### config.mk
export PLATFORM = sky130hd
export DESIGN_NAME = riscv_fetch_queue_flat
export DESIGN_NICKNAME = d
export VERILOG_FILES = /design/src/rtl/riscv_fetch_queue_if.sv /design/src/rtl/riscv_fetch_queue.sv /design/src/flat_wrapper.sv
export SDC_FILE = /design/constraint.sdc
export NUM_CORES = 1
export LEC_CHECK = 0
export BUFFER_PORTS_ARGS = -buffer_cell sky130_fd_sc_hd__buf_2
export CELL_PAD_IN_SITES_DETAIL_PLACEMENT = 2
export CELL_PAD_IN_SITES_GLOBAL_PLACEMENT = 2
export CORE_MARGIN = 10
export CORE_UTILIZATION = 35
export CTS_BUF_LIST = sky130_fd_sc_hd__clkbuf_4 sky130_fd_sc_hd__clkbuf_8
export CTS_CLUSTER_DIAMETER = 60
export DETAILED_ROUTE_END_ITERATION = 6
export HOLD_SLACK_MARGIN = 0.03
export PLACE_DENSITY = 0.7
export REMOVE_ABC_BUFFERS = 1
export SLEW_MARGIN = 20
export SYNTH_ARGS = -nofsm -noshare
export SYNTH_HDL_FRONTEND = slang
export SYNTH_SLANG_ARGS = --single-unit
### constraint.sdc
create_clock -name clk -period 5.3 [get_ports clk]
set_input_delay 1.325 -clock clk [delete_from_list [all_inputs] [get_ports clk]]
set_output_delay 1.325 -clock clk [all_outputs]
set_load 0.01 [all_outputs]
### src/rtl/riscv_fetch_queue_if.sv
// Fetch-side bus of the Riscv150 fetch queue: memory request/response,
// redirect from execute and the instruction stream toward decode.
interface riscv_fetch_queue_if;
  logic        stall;
  logic [31:0] imem_addr;
  logic        imem_re;
  logic        bios_re;
  logic [31:0] imem_rdata;
  logic [31:0] bios_rdata;
  logic        redirect_valid;
  logic [31:0] redirect_pc;
  logic        misalign;
  logic        inst_valid;
  logic [31:0] inst;
  logic [31:0] inst_pc;
  logic        inst_ready;

  modport master (
    input  stall, imem_rdata, bios_rdata, redirect_valid, redirect_pc, inst_ready,
    output imem_addr, imem_re, bios_re, misalign, inst_valid, inst, inst_pc
  );

  modport slave (
    output stall, imem_rdata, bios_rdata, redirect_valid, redirect_pc, inst_ready,
    input  imem_addr, imem_re, bios_re, misalign, inst_valid, inst, inst_pc
  );
endinterface

### src/rtl/riscv_fetch_queue.sv
// Instruction fetch front end: PC generator, one-cycle imem/BIOS request port
// and a DEPTH-entry instruction queue. Define FETCH_PERF_EN for perf counters.
module riscv_fetch_queue #(
  parameter int          DEPTH       = 4,
  parameter logic [31:0] RESET_PC    = 32'h4000_0000,
  parameter logic [3:0]  BIOS_NIBBLE = 4'h4
) (
  input  logic                    clk,
  input  logic                    rst_n,
  riscv_fetch_queue_if.master     bus
`ifdef FETCH_PERF_EN
  ,
  output logic [31:0]             perf_fetched,
  output logic [31:0]             perf_flushed
`endif
);
  localparam int AW     = (DEPTH > 1) ? $clog2(DEPTH) : 1;
  localparam int CW     = AW + 1;
  localparam int STAGES = 1;

  typedef struct packed {
    logic [31:0] inst;
    logic [31:0] pc;
  } entry_t;

  entry_t            mem [DEPTH];
  logic [31:0]       fetch_pc;
  logic [31:0]       req_pc;
  logic              req_bios;
  logic              inflight;
  logic [CW-1:0]     count;
  logic [AW-1:0]     rd_ptr;
  logic [AW-1:0]     wr_ptr;
  logic [CW:0]       used;
  logic [STAGES:0]   vld_pipe;
  logic              issue;
  logic              pc_bios;
  logic              enq;
  logic              deq;

  // Credit: a slot is reserved at issue so the response can never overflow.
  assign used    = (CW+1)'(count) + (CW+1)'(inflight);
  assign pc_bios = (fetch_pc[31:28] == BIOS_NIBBLE);
  assign issue   = rst_n && !bus.stall && !bus.redirect_valid &&
                   (used < (CW+1)'(DEPTH));
  assign enq     = inflight && !bus.redirect_valid;
  assign deq     = (count != '0) && bus.inst_ready && !bus.stall && !bus.redirect_valid;

  always_comb begin
    vld_pipe = {inflight, issue};
  end

  assign bus.imem_addr  = fetch_pc;
  assign bus.imem_re    = vld_pipe[0] && !pc_bios;
  assign bus.bios_re    = vld_pipe[0] && pc_bios;
  assign bus.inst_valid = (count != '0);
  assign bus.inst       = mem[rd_ptr].inst;
  assign bus.inst_pc    = mem[rd_ptr].pc;

  always_ff @(posedge clk or negedge rst_n) begin
    if (!rst_n) begin
      fetch_pc     <= RESET_PC;
      req_pc       <= '0;
      req_bios     <= 1'b0;
      inflight     <= 1'b0;
      count        <= '0;
      rd_ptr       <= '0;
      wr_ptr       <= '0;
      bus.misalign <= 1'b0;
    end else begin
      bus.misalign <= bus.redirect_valid && (|bus.redirect_pc[1:0]);
      inflight     <= vld_pipe[0];
      if (vld_pipe[0]) begin
        req_pc   <= fetch_pc;
        req_bios <= pc_bios;
        fetch_pc <= fetch_pc + 32'd4;
      end
      if (bus.redirect_valid) begin
        fetch_pc <= {bus.redirect_pc[31:2], 2'b00};
        count    <= '0;
        rd_ptr   <= '0;
        wr_ptr   <= '0;
      end else begin
        if (enq) wr_ptr <= wr_ptr + AW'(1);
        if (deq) rd_ptr <= rd_ptr + AW'(1);
        count <= count + CW'(enq) - CW'(deq);
      end
    end
  end

  // Storage needs no reset: entries are only visible while count covers them.
  always_ff @(posedge clk) begin
    if (enq) begin
      mem[wr_ptr] <= '{inst: (req_bios ? bus.bios_rdata : bus.imem_rdata), pc: req_pc};
    end
  end

`ifdef FETCH_PERF_EN
  always_ff @(posedge clk or negedge rst_n) begin
    if (!rst_n) begin
      perf_fetched <= '0;
      perf_flushed <= '0;
    end else begin
      if (vld_pipe[0]) perf_fetched <= perf_fetched + 32'd1;
      if (bus.redirect_valid)
        perf_flushed <= perf_flushed + 32'(count) + 32'(vld_pipe[1]);
    end
  end
`endif
endmodule

### src/flat_wrapper.sv
// flat-port wrapper written by rule: the top's interface ports become plain ports
module riscv_fetch_queue_flat 
#(
  parameter int          DEPTH       = 4,
  parameter logic [31:0] RESET_PC    = 32'h4000_0000,
  parameter logic [3:0]  BIOS_NIBBLE = 4'h4
)
  (clk, rst_n, bus_stall, bus_imem_rdata, bus_bios_rdata, bus_redirect_valid, bus_redirect_pc, bus_inst_ready, bus_imem_addr, bus_imem_re, bus_bios_re, bus_misalign, bus_inst_valid, bus_inst, bus_inst_pc);
  riscv_fetch_queue_if bus_i ();
  input  logic clk;
  input  logic rst_n;
  input wire logic [$bits(bus_i.stall)-1:0] bus_stall;
  input wire logic [$bits(bus_i.imem_rdata)-1:0] bus_imem_rdata;
  input wire logic [$bits(bus_i.bios_rdata)-1:0] bus_bios_rdata;
  input wire logic [$bits(bus_i.redirect_valid)-1:0] bus_redirect_valid;
  input wire logic [$bits(bus_i.redirect_pc)-1:0] bus_redirect_pc;
  input wire logic [$bits(bus_i.inst_ready)-1:0] bus_inst_ready;
  output wire logic [$bits(bus_i.imem_addr)-1:0] bus_imem_addr;
  output wire logic [$bits(bus_i.imem_re)-1:0] bus_imem_re;
  output wire logic [$bits(bus_i.bios_re)-1:0] bus_bios_re;
  output wire logic [$bits(bus_i.misalign)-1:0] bus_misalign;
  output wire logic [$bits(bus_i.inst_valid)-1:0] bus_inst_valid;
  output wire logic [$bits(bus_i.inst)-1:0] bus_inst;
  output wire logic [$bits(bus_i.inst_pc)-1:0] bus_inst_pc;
  assign bus_i.stall = bus_stall;
  assign bus_i.imem_rdata = bus_imem_rdata;
  assign bus_i.bios_rdata = bus_bios_rdata;
  assign bus_i.redirect_valid = bus_redirect_valid;
  assign bus_i.redirect_pc = bus_redirect_pc;
  assign bus_i.inst_ready = bus_inst_ready;
  assign bus_imem_addr = bus_i.imem_addr;
  assign bus_imem_re = bus_i.imem_re;
  assign bus_bios_re = bus_i.bios_re;
  assign bus_misalign = bus_i.misalign;
  assign bus_inst_valid = bus_i.inst_valid;
  assign bus_inst = bus_i.inst;
  assign bus_inst_pc = bus_i.inst_pc;
  riscv_fetch_queue #(.DEPTH(DEPTH), .RESET_PC(RESET_PC), .BIOS_NIBBLE(BIOS_NIBBLE)) u_core (.clk(clk), .rst_n(rst_n), .bus(bus_i));
endmodule
==> reports/qor.txt, run 1 <==
Unrepaired setup endpoints after global routing: false
Final HPWL DP: 20900 um
Vias per cell: 4.92
DRT antenna net count: 0
Relative slew margins: 27.6%
CTS tree: done
Clk pin slew, worst setup/hold paths: 0.06 ns
Global-route wire length before repair: 51200 um
Die width: 213 um
Root Buffer: clkbuf_8
Worst EP required: 3.97 ns
CTS Hold Buffers Added: 0
Most frequent cells in the layout: edfxtp_1, buf_2, nand2_1, dfrtp_1
Cell Area, Placed: 0.0144 mm^2
Initial antenna violation count: 0
Min-delay src: u_core.req_pc[8]
TritonCTS Buffers: 54
Die Area: 0.0452 mm^2
Largest net degree at the start of global routing: 66
Synthesized instance count: 740
CTS resizes: 0
GPL Wtd Cong: 0.720
Pre-antenna DRT Iters: 4
Post-route DRC: 0
Pins Over Slew Limit: 0
Register area share after synthesis: 70.9%
Worst-Margin Slew: 1.09 ns
Vias after detailed routing: 7243
CTS Sinks: 318
Fin area: 0.0155 mm^2
Power Dens Cells: 362 mW/mm^2
Core Rows: 70
Ports: 201
Final hold vios: 0
Peak supply drop: 0.175 mV
Worst-Skew Late Latency: 0.60 ns
Setup Buffers After CTS: 0
CORE AREA: 0.0366 mm^2
Max-cap violation count: 0
Overflow after GRT: 0
H-tree depth: 2
CP Launch Type: input pin
Most common cell after layout, fill and taps aside: edfxtp_1
Primary FF master, synth: edfxtp_1
Status: completed
Yosys reg bits: 318
Non-filler instance count after layout: 1472
Nets: 1071
Post-Route WL: 33300 um
Area Overhead vs Synth: 19.6%
Crit. End Element: output port
Setup crit start: rst_n
EDFF count, synth: 248
Clock skew: 0.0272 ns
Synth warn: 0
Cell variety after synth: 50
DR iter-0 viols: 256
Starting Density: 35.4%
Ratio of cells with drive above 1 in the final layout: 42.3%
Hold Crit Class: reg -> reg
Final Setup Violations: 0
Crit path DAT: 2.85 ns
Vias in the first global route: 8418
Post-synth ARST share: 22.0%
Synthesized area: 0.0130 mm^2
Port Buffer Count: 196
Syn_area_per_cell: 17.5 um^2
Leak Pwr: 5.76 nW
GRT Overall Usage: 14.8%
RR Startpoint: u_core.inflight
Fillers: 3595
Period utilization: 78.8%
Placed cells: 1373
Crit Path Class: in -> out
Pwr Total: 5.62 mW
Crit path time final: 4.18 ns
Register-to-register setup slack: 2.79 ns
Minimum hold slack: 0.509 ns
Reg area: 0.00921 mm^2
Antenna diodes: 0
CTS max path bufs: 3
Crit-path max FO: 23
Die height: 213 um
Multi-input logic area: 0.00353 mm^2
Avg WL per Cell: 22.6 um
Max Fclk: 239 MHz
## cell usage after synthesis (6+ instances only)
library cell,count,area [um^2]
ha_1,8,100
xor2_1,7,61.3
nand2_1,127,477
buf_2,14,70.1
clkbuf_1,17,63.8
nor2_1,11,41.3
xnor2_1,25,219
nor4_2,7,87.6
edfxtp_1,248,7450
nor4_4,6,128
o21ai_0,9,45.0
nand3_1,9,45.0
mux4_2,62,1400
nor3_1,7,35.0
mux2_2,37,417
o21ai_1,15,75.1
dfrtp_1,69,1730
and2_1,6,37.5
## metal layers
metal / share of wire [%] / track usage (%) / vias to the layer above
li1: - / - / 3254
met1: 41 / 17.5 / 3776
met2: 52 / 26.2 / 163
met3: 4.7 / 3.33 / 50
met4: 1.9 / 4.38 / 0
met5: 0 / 0 / -
## state kept, by name (all words and copies together), names as in the netlist
register,count
u_core.bus.imem_addr,30
u_core.bus.misalign,1
u_core.count,3
u_core.inflight,1
u_core.mem,248
u_core.rd_ptr,2
u_core.req_bios,1
u_core.req_pc,30
u_core.wr_ptr,2
## worst max-delay path, stage by stage
cell and delay, ns:
buf_4 0.28, nor3b_1 0.39, a2bb2oi_4 0.12, or2_1 0.35, inv_2 0.09, and2_1 0.15, buf_2 0.14
## path summary, 6_finish.rpt
check	endpoint	depth (start not counted)
max reg2reg	u_core.mem[2][26]	3
min in group asynchronous	u_core.count[1]	1
min	u_core.mem[3][8]	0
max in group asynchronous	u_core.req_bios	2
max	bus_bios_re	7
min reg2reg	u_core.mem[3][8]	0
## power by group
part / switching, mW / internal [mW]
registers: 0.138 / 2.86
logic: 0.225 / 0.194
clock network: 0.985 / 1.22
## through the flow
step                      setup TNS (ns)  setup WS, ns  utilization, %
after floorplan                  -0.0819       -0.0819               -
after global placement                 0          1.12            39.4
after detailed placement               0          1.05            39.4
after CTS                              0          1.05            42.4
after global routing                   0         0.971            42.4
final                                  0          1.12            42.4
## layout make-up
type                    count  area share (%)
flip-flops and latches    318            59.3
clock inverters            15           0.540
repair buffers            205            6.85
multi-input cells         376            22.8
clock buffers              84            6.56
inverters                   6           0.145
well taps                 468            3.77
## logic make-up (layout without fill, tap and decap cells)
| logic type | count (synthesis) | count (layout) | synth area share [%] |
|---|---|---|---|
| muxes | 101 | 101 | 14.1 |
| other | 1 | 4 | 0.0289 |
| xor gates and xnor gates | 32 | 32 | 2.16 |
| DFF | 318 | 318 | 70.9 |
| AOI/OAI and AO/OA | 29 | 29 | 1.27 |
| buffers and inverters | 49 | 310 | 2.10 |
| and+or+nand+nor | 201 | 201 | 8.48 |
| adders and majority gates | 9 | 9 | 0.926 |
No activity file was read; power rests on OpenSTA's default activity.
==> run 2, diff against run 1 <==
==> constraint.sdc (replaced) <==
create_clock -name clk -period 4.09 [get_ports clk]
set_input_delay 1.0225 -clock clk [delete_from_list [all_inputs] [get_ports clk]]
set_output_delay 1.0225 -clock clk [all_outputs]
set_load 0.01 [all_outputs]
==> run 2 against run 1 <==
  * Clock-buffer cell count is 1 higher
  * Sequential power grew 29%
  * Clock skew fell by 0.0057 ns
  * Highest routed layer unchanged
==> reports/qor.txt, run 2 (synthesized netlist as in run 1, its figures left out) <==
Crit path DAT: 2.42 ns (-0.43 ns)
Sequential Power Share: 51.1% (-2.2 points)
H-tree depth: 2 (unchanged)
Sw Pwr: 1.78 mW (+32%)
CP Launch Type: flip-flop
Fillers: 3580 (-0.42%)
Logic pwr share: 7.4% (about the same)
Die height: 213 um (unchanged)
Post-Route WL: 33600 um (+0.71%)
Clock skew: 0.0215 ns (-0.00572 ns)
Antenna diodes: 0 (unchanged)
Peak supply drop: 0.225 mV (+29%)
Hold Crit Class: in -> async
Final hold vios: 0 (unchanged)
Final Util: 43.1% (+0.70 points)
CTS resizes: 0 (unchanged)
Leak Pwr: 5.88 nW (+2.0%)
CORE AREA: 0.0366 mm^2 (unchanged)
Reg area: 0.00921 mm^2 (unchanged)
Post-route DRC: 0 (unchanged)
Final Setup Violations: 0 (unchanged)
Final HPWL DP: 21600 um (+3.3%)
Most flops, register: u_core.mem
Overflow after GRT: 0 (unchanged)
Worst-Margin Slew: 0.779 ns (-0.307 ns)
Crit-path max FO: 5 (-78%)
Unrepaired setup endpoints after global routing: false
GPL Wtd Cong: 0.715 (-0.71%)
Worst slack, placed: 0.733 ns (-0.317 ns)
Crit. End Element: output port
Core Rows: 70 (unchanged)
Crit Path Class: reg -> out
Vias after detailed routing: 7289 (+0.64%)
CTS Hold Buffers Added: 0 (unchanged)
Clk pin slew, worst setup/hold paths: 0.06 ns (about the same)
Status: completed
Vias per cell: 4.91 (-0.25%)
DRT antenna net count: 0 (unchanged)
Initial antenna violation count: 0 (unchanged)
Largest stage delay, worst path: 0.44 ns (+0.05 ns)
Critical-path top delay cell: dfrtp_1
Max Fclk: 291 MHz
Worst Slack Setup Final: 0.650 ns (-0.471 ns)
Vias in the first global route: 8488 (+0.83%)
TritonCTS Buffers: 55 (+1.9%)
Port Buffer Count: 196 (unchanged)
Setup Buffers After CTS: 0 (unchanged)
Sw Share: 23.5% (-0.48 points)
Relative slew margins: 48.1% (+20 points)
Largest net degree at the start of global routing: 71 (+7.6%)
Number of flip-flops under the largest register name: 248 (unchanged)
Max-cap violation count: 0 (unchanged)
CTS Sinks: 318 (unchanged)
CTS max path bufs: 3 (unchanged)
Starting Density: 35.4% (unchanged)
Crit path time final: 3.44 ns
Ports: 201 (unchanged)
Clock Power Share: 41.5% (+2.2 points)
Most common cell after layout, fill and taps aside: edfxtp_1
Pins Over Slew Limit: 0 (unchanged)
CTS tree: done
Multi-input logic area: 0.00353 mm^2 (unchanged)
Global-route wire length before repair: 51600 um (+0.84%)
Die Area: 0.0452 mm^2 (unchanged)
Power Dens Cells: 480 mW/mm^2 (+32%)
DR iter-0 viols: 302 (+18%)
Minimum hold slack: 0.407 ns (-0.103 ns)
Die width: 213 um (unchanged)
Period utilization: 84.1%
Cell Area, Placed: 0.0145 mm^2 (+0.76%)
Reg2reg path depth: 10 (+7)
GRT Overall Usage: 15.0% (+0.19 points)
Pre-antenna DRT Iters: 6 (+2)
Avg WL per Cell: 22.6 um (-0.18%)
Internal power: 5.79 mW (+36%)
Worst-Skew Late Latency: 0.62 ns (+0.02 ns)
Worst EP required: 3.07 ns (-0.90 ns)
Ratio of cells with drive above 1 in the final layout: 43.3% (+0.93 points)
Crit-path cells: ha_1, o211ai_1, a2bb2oi_4, or2_1, inv_2, and2_1, buf_2
Area Overhead vs Synth: 21.6%
Nets: 1081 (+0.93%)
Fin area: 0.0158 mm^2 (+1.7%)
Root Buffer: clkbuf_8
Most frequent cells in the layout: edfxtp_1, buf_2, nand2_1, clkbuf_8, dfrtp_1
[run 2: changes by cell type in the layout (fill, tap and decap cells not counted), moves of 2 or more]
cell and delta:
clkbuf_8 +5, buf_12 +4, buf_4 +4, clkbuf_4 -4, bufinv_16 +3, clkinvlp_4 +3, clkinv_1 -2, clkinv_2 +2
inv_6 -2
[run 2: through the flow]
step / setup TNS (ns) / power, mW / std cells
6_report: 0 / 7.57 / 1485
3_3_place_gp: 0 / 4.47 / 1381
3_5_place_dp: 0 / 4.52 / 1381
4_1_cts: 0 / 7.71 / 1484
2_1_floorplan: -10.03 / 4.20 / 700
5_1_grt: 0 / 7.92 / 1485
[run 2: area by class of cell]
| type | count | area share, % |
|---|---|---|
| sequential | 318 | 58.4 |
| multi-input combinational | 376 | 22.4 |
| timing repair buffer | 214 | 7.61 |
| clock buffer | 85 | 6.70 |
| tap | 468 | 3.71 |
| clock inverter | 18 | 1.05 |
| inverter | 6 | 0.143 |
[run 2: critical path: cells and delay by family (launching register included)]
kind	cells	cell delay, ns
AND/OR/NAND/NOR	2	0.51
flip-flops	1	0.44
AO/OA/AOI/OAI	2	0.39
buffers and inverters	2	0.23
adder cells (fa/ha/maj)	1	0.24
[run 2: path summary, 6_finish.rpt]
| kind | startpoint | endpoint | slack [ns] |
|---|---|---|---|
| worst max register to register | u_core.count[1] | u_core.count[2] | 1.65 |
| worst min register to register | u_core.req_pc[16] | u_core.mem[0][16] | 0.52 |
| min in group clk | u_core.req_pc[16] | u_core.mem[0][16] | 0.52 |
| worst min-delay path | rst_n | u_core.count[1] | 0.41 |
| max in group asynchronous | rst_n | u_core.bus.imem_addr[30] | 3.05 |
| worst max-delay path | u_core.count[1] | bus_bios_re | 0.65 |
[run 2: power by group through the flow]
| stage | Sequential (mW) | Clock [mW] | Combinational [mW] |
|---|---|---|---|
| floorplan | 3.90 | 0 | 0.294 |
| global placement | 3.92 | 0 | 0.554 |
| detailed placement | 3.94 | 0 | 0.579 |
| CTS | 3.87 | 3.25 | 0.582 |
| global route | 3.90 | 3.39 | 0.632 |
| finish | 3.87 | 3.14 | 0.562 |
[run 2: routing by layer]
| layer | vias to the layer above | GRT usage, % | wire [um] |
|---|---|---|---|
| met5 | - | 0 | 0 |
| met4 | 0 | 5.12 | 566 |
| met3 | 43 | 3.31 | 1700 |
| met2 | 168 | 26.2 | 17300 |
| met1 | 3802 | 17.8 | 14000 |
| li1 | 3276 | - | - |
==> run 3, diff against run 2 <==
--- a/config.mk
+++ b/config.mk
@@ -14,7 +14,7 @@
 export CTS_CLUSTER_DIAMETER = 60
 export DETAILED_ROUTE_END_ITERATION = 6
 export HOLD_SLACK_MARGIN = 0.03
-export PLACE_DENSITY = 0.7
+export PLACE_DENSITY = 0.73
 export REMOVE_ABC_BUFFERS = 1
 export SLEW_MARGIN = 20
 export SYNTH_ARGS = -nofsm -noshare
==> constraint.sdc (replaced) <==
create_clock -name clk -period 3 [get_ports clk]
set_input_delay 0.75 -clock clk [delete_from_list [all_inputs] [get_ports clk]]
set_output_delay 0.75 -clock clk [all_outputs]
set_load 0.01 [all_outputs]
==> run 3 against run 2 <==
  * Non-clock buffer count grew 9
  * Global-route usage grew 0.061 points
  * Flip-flop and latch count is the same
  * Clock power grew 24%
  * Worst hold slack lost 0.28 ns
  * Cell count grew 0.54%
  * Register-to-register slack lost 1.2 ns
  * Worst setup slack lost 0.57 ns
  * Clock-buffer cell count shrank 3
  * Die area is the same
  * Critical path type unchanged
==> reports/qor.txt, run 3 (synthesized netlist as in run 1, its figures left out) <==
DRT antenna net count: 0 (unchanged)
Worst EP required: 2.25 ns (-0.82 ns)
Starting Density: 35.4% (unchanged)
Critical-path top delay cell: dfrtp_1
GPL Wtd Cong: 0.690 (-3.4%)
Leak Pwr: 5.87 nW (-0.10%)
Clk pin slew, worst setup/hold paths: 0.06 ns (about the same)
CP Launch Type: flip-flop
Worst-Margin Slew: 0.800 ns (+0.0213 ns)
Port Buffer Count: 196 (unchanged)
RR Startpoint: u_core.count[1]
Hold Crit Class: in -> async
Crit Path Class: reg -> out
Post-Route WL: 33800 um (+0.71%)
Pre-antenna DRT Iters: 6 (unchanged)
Peak supply drop: 0.274 mV (+22%)
Overflow after GRT: 0 (unchanged)
Status: completed
CTS Hold Buffers Added: 0 (unchanged)
CORE AREA: 0.0366 mm^2 (unchanged)
Minimum hold slack: 0.127 ns (-0.279 ns)
Final Setup Violations: 0 (unchanged)
DR iter-0 viols: 310 (+2.6%)
Crit path DAT: 2.16 ns (-0.26 ns)
Antenna diodes: 0 (unchanged)
Number of flip-flops under the largest register name: 248 (unchanged)
Most common cell after layout, fill and taps aside: edfxtp_1
Area Overhead vs Synth: 21.5% (about the same)
Placed cells: 1385 (+0.29%)
Most flops, register: u_core.mem
Largest net degree at the start of global routing: 63 (-11%)
Crit. End Element: output port
Reg2reg path depth: 11 (+1)
Capturing point of the worst reg2reg path: u_core.count[2]
Avg WL per Cell: 22.6 um (+0.17%)
CTS tree: done
CTS Sinks: 318 (unchanged)
Die Area: 0.0452 mm^2 (unchanged)
Crit-path cells: ha_2, o211ai_1, a2bb2oi_4, or2_4, inv_2, and2_4, buf_6
Non-filler instance count after layout: 1493 (+0.54%)
Register-to-register setup slack: 0.45 ns (-1.20 ns)
Global-route wire length before repair: 52000 um (+0.79%)
Ports: 201 (unchanged)
Worst-Skew Late Latency: 0.61 ns (about the same)
Max Fclk: 343 MHz
Max-cap violation count: 0 (unchanged)
Final hold vios: 0 (unchanged)
Most frequent cells in the layout: edfxtp_1, buf_2, nand2_1, dfrtp_1, mux4_2
Ratio of cells with drive above 1 in the final layout: 43.2% (-0.045 points)
Vias per cell: 4.90 (about the same)
H-tree depth: 2 (unchanged)
Nets: 1090 (+0.83%)
Clock skew: 0.0332 ns (+0.0117 ns)
Final HPWL DP: 22600 um (+4.7%)
Setup crit start: u_core.count[2]
Setup tns final: 0 ns (unchanged)
Unrepaired setup endpoints after global routing: true
CP endpoint: bus_bios_re
Relative slew margins: 46.6% (-1.4 points)
Power Dens Cells: 633 mW/mm^2 (+32%)
Vias after detailed routing: 7321 (+0.44%)
Core Rows: 70 (unchanged)
Crit path time final: 2.91 ns
Post-route DRC: 0 (unchanged)
Pins Over Slew Limit: 0 (unchanged)
Die width: 213 um (unchanged)
Die height: 213 um (unchanged)
Vias in the first global route: 8456 (-0.38%)
Period utilization: 97.2%
Initial antenna violation count: 1 (+1)
GRT Overall Usage: 15.0% (+0.061 points)
Root Buffer: clkbuf_8
TritonCTS Buffers: 55 (unchanged)
Largest stage delay, worst path: 0.41 ns (-0.03 ns)
CTS max path bufs: 3 (unchanged)
Crit-path max FO: 4 (-1)
==> run 3: cell count changes in the layout (fill, tap and decap cells not counted), moves of 2 or more <==
cell,before,now
buf_12,5,10
buf_4,13,18
bufinv_16,3,1
clkbuf_4,18,25
clkbuf_8,67,57
clkinv_1,6,14
clkinv_2,6,2
clkinvlp_4,3,1
==> run 3: how the worst min path moves through the flow <==
| stage | from | to | slack, ns |
|---|---|---|---|
| after floorplan | rst_n | u_core.bus.imem_addr[10] | 0.45 |
| after global placement | u_core.req_pc[2] | u_core.mem[2][2] | 0.49 |
| after detailed placement | u_core.req_pc[27] | u_core.mem[1][27] | 0.51 |
| after CTS | rst_n | u_core.req_pc[30] | 0.08 |
| after global routing | rst_n | u_core.req_pc[30] | 0.1 |
| final | rst_n | u_core.req_pc[30] | 0.13 |
==> run 3: per-stage QoR <==
stage / util [%] / instance area (um^2) / power (mW) / worst slack, ns
floorplan: - / 12700 / 5.72 / -1.23
global placement: 39.9 / 14600 / 6.13 / 0.283
detailed placement: 39.9 / 14600 / 6.19 / 0.227
CTS: 43.0 / 15800 / 10.2 / 0.00961
global route: 43.1 / 15800 / 10.4 / -0.0263
finish: 43.1 / 15800 / 9.98 / 0.0854
==> run 3: what timing repair did <==
| action | 4_1_cts | 5_1_grt |
|---|---|---|
| cloned | 0 | 0 |
| resized for setup | 2 | 2 |
| setup buffers | 6 | 0 |
| pin swaps | 2 | 1 |
| endpoints found under the setup margin | 53 | 1 |
==> run 3: area by class of cell <==
type                       instances  area [um^2]
sequential                       318         9210
clock buffer                      82          972
fill                            3549        20800
multi-input combinational        376         3540
tap                              468          586
inverter                           6         22.5
clock inverter                    20          118
timing repair buffer             223         1320
==> run 3: power breakdown <==
part	switching, mW	leakage [nW]	total, mW	internal, mW
Combinational	0.423	2.17	0.790	0.367
Sequential	0.248	3.12	5.30	5.05
Clock	1.74	0.578	3.90	2.15
==> run 3: critical path, delay by kind of cell (launching register included) <==
kind	cells	cell delay [ns]
AOI/OAI and AO/OA	2	0.38
buffers and inverters	2	0.16
DFF	1	0.41
adders and majority gates	1	0.19
and+or+nand+nor	2	0.42
==> run 3: metal layers <==
layer / vias to the layer above / track usage (%) / share of wire (%)
met2: 169 / 25.9 / 51
met5: - / 0 / 0.053
met1: 3800 / 18.6 / 42
met3: 51 / 3.39 / 5.0
li1: 3299 / - / -
met4: 2 / 4.01 / 1.7
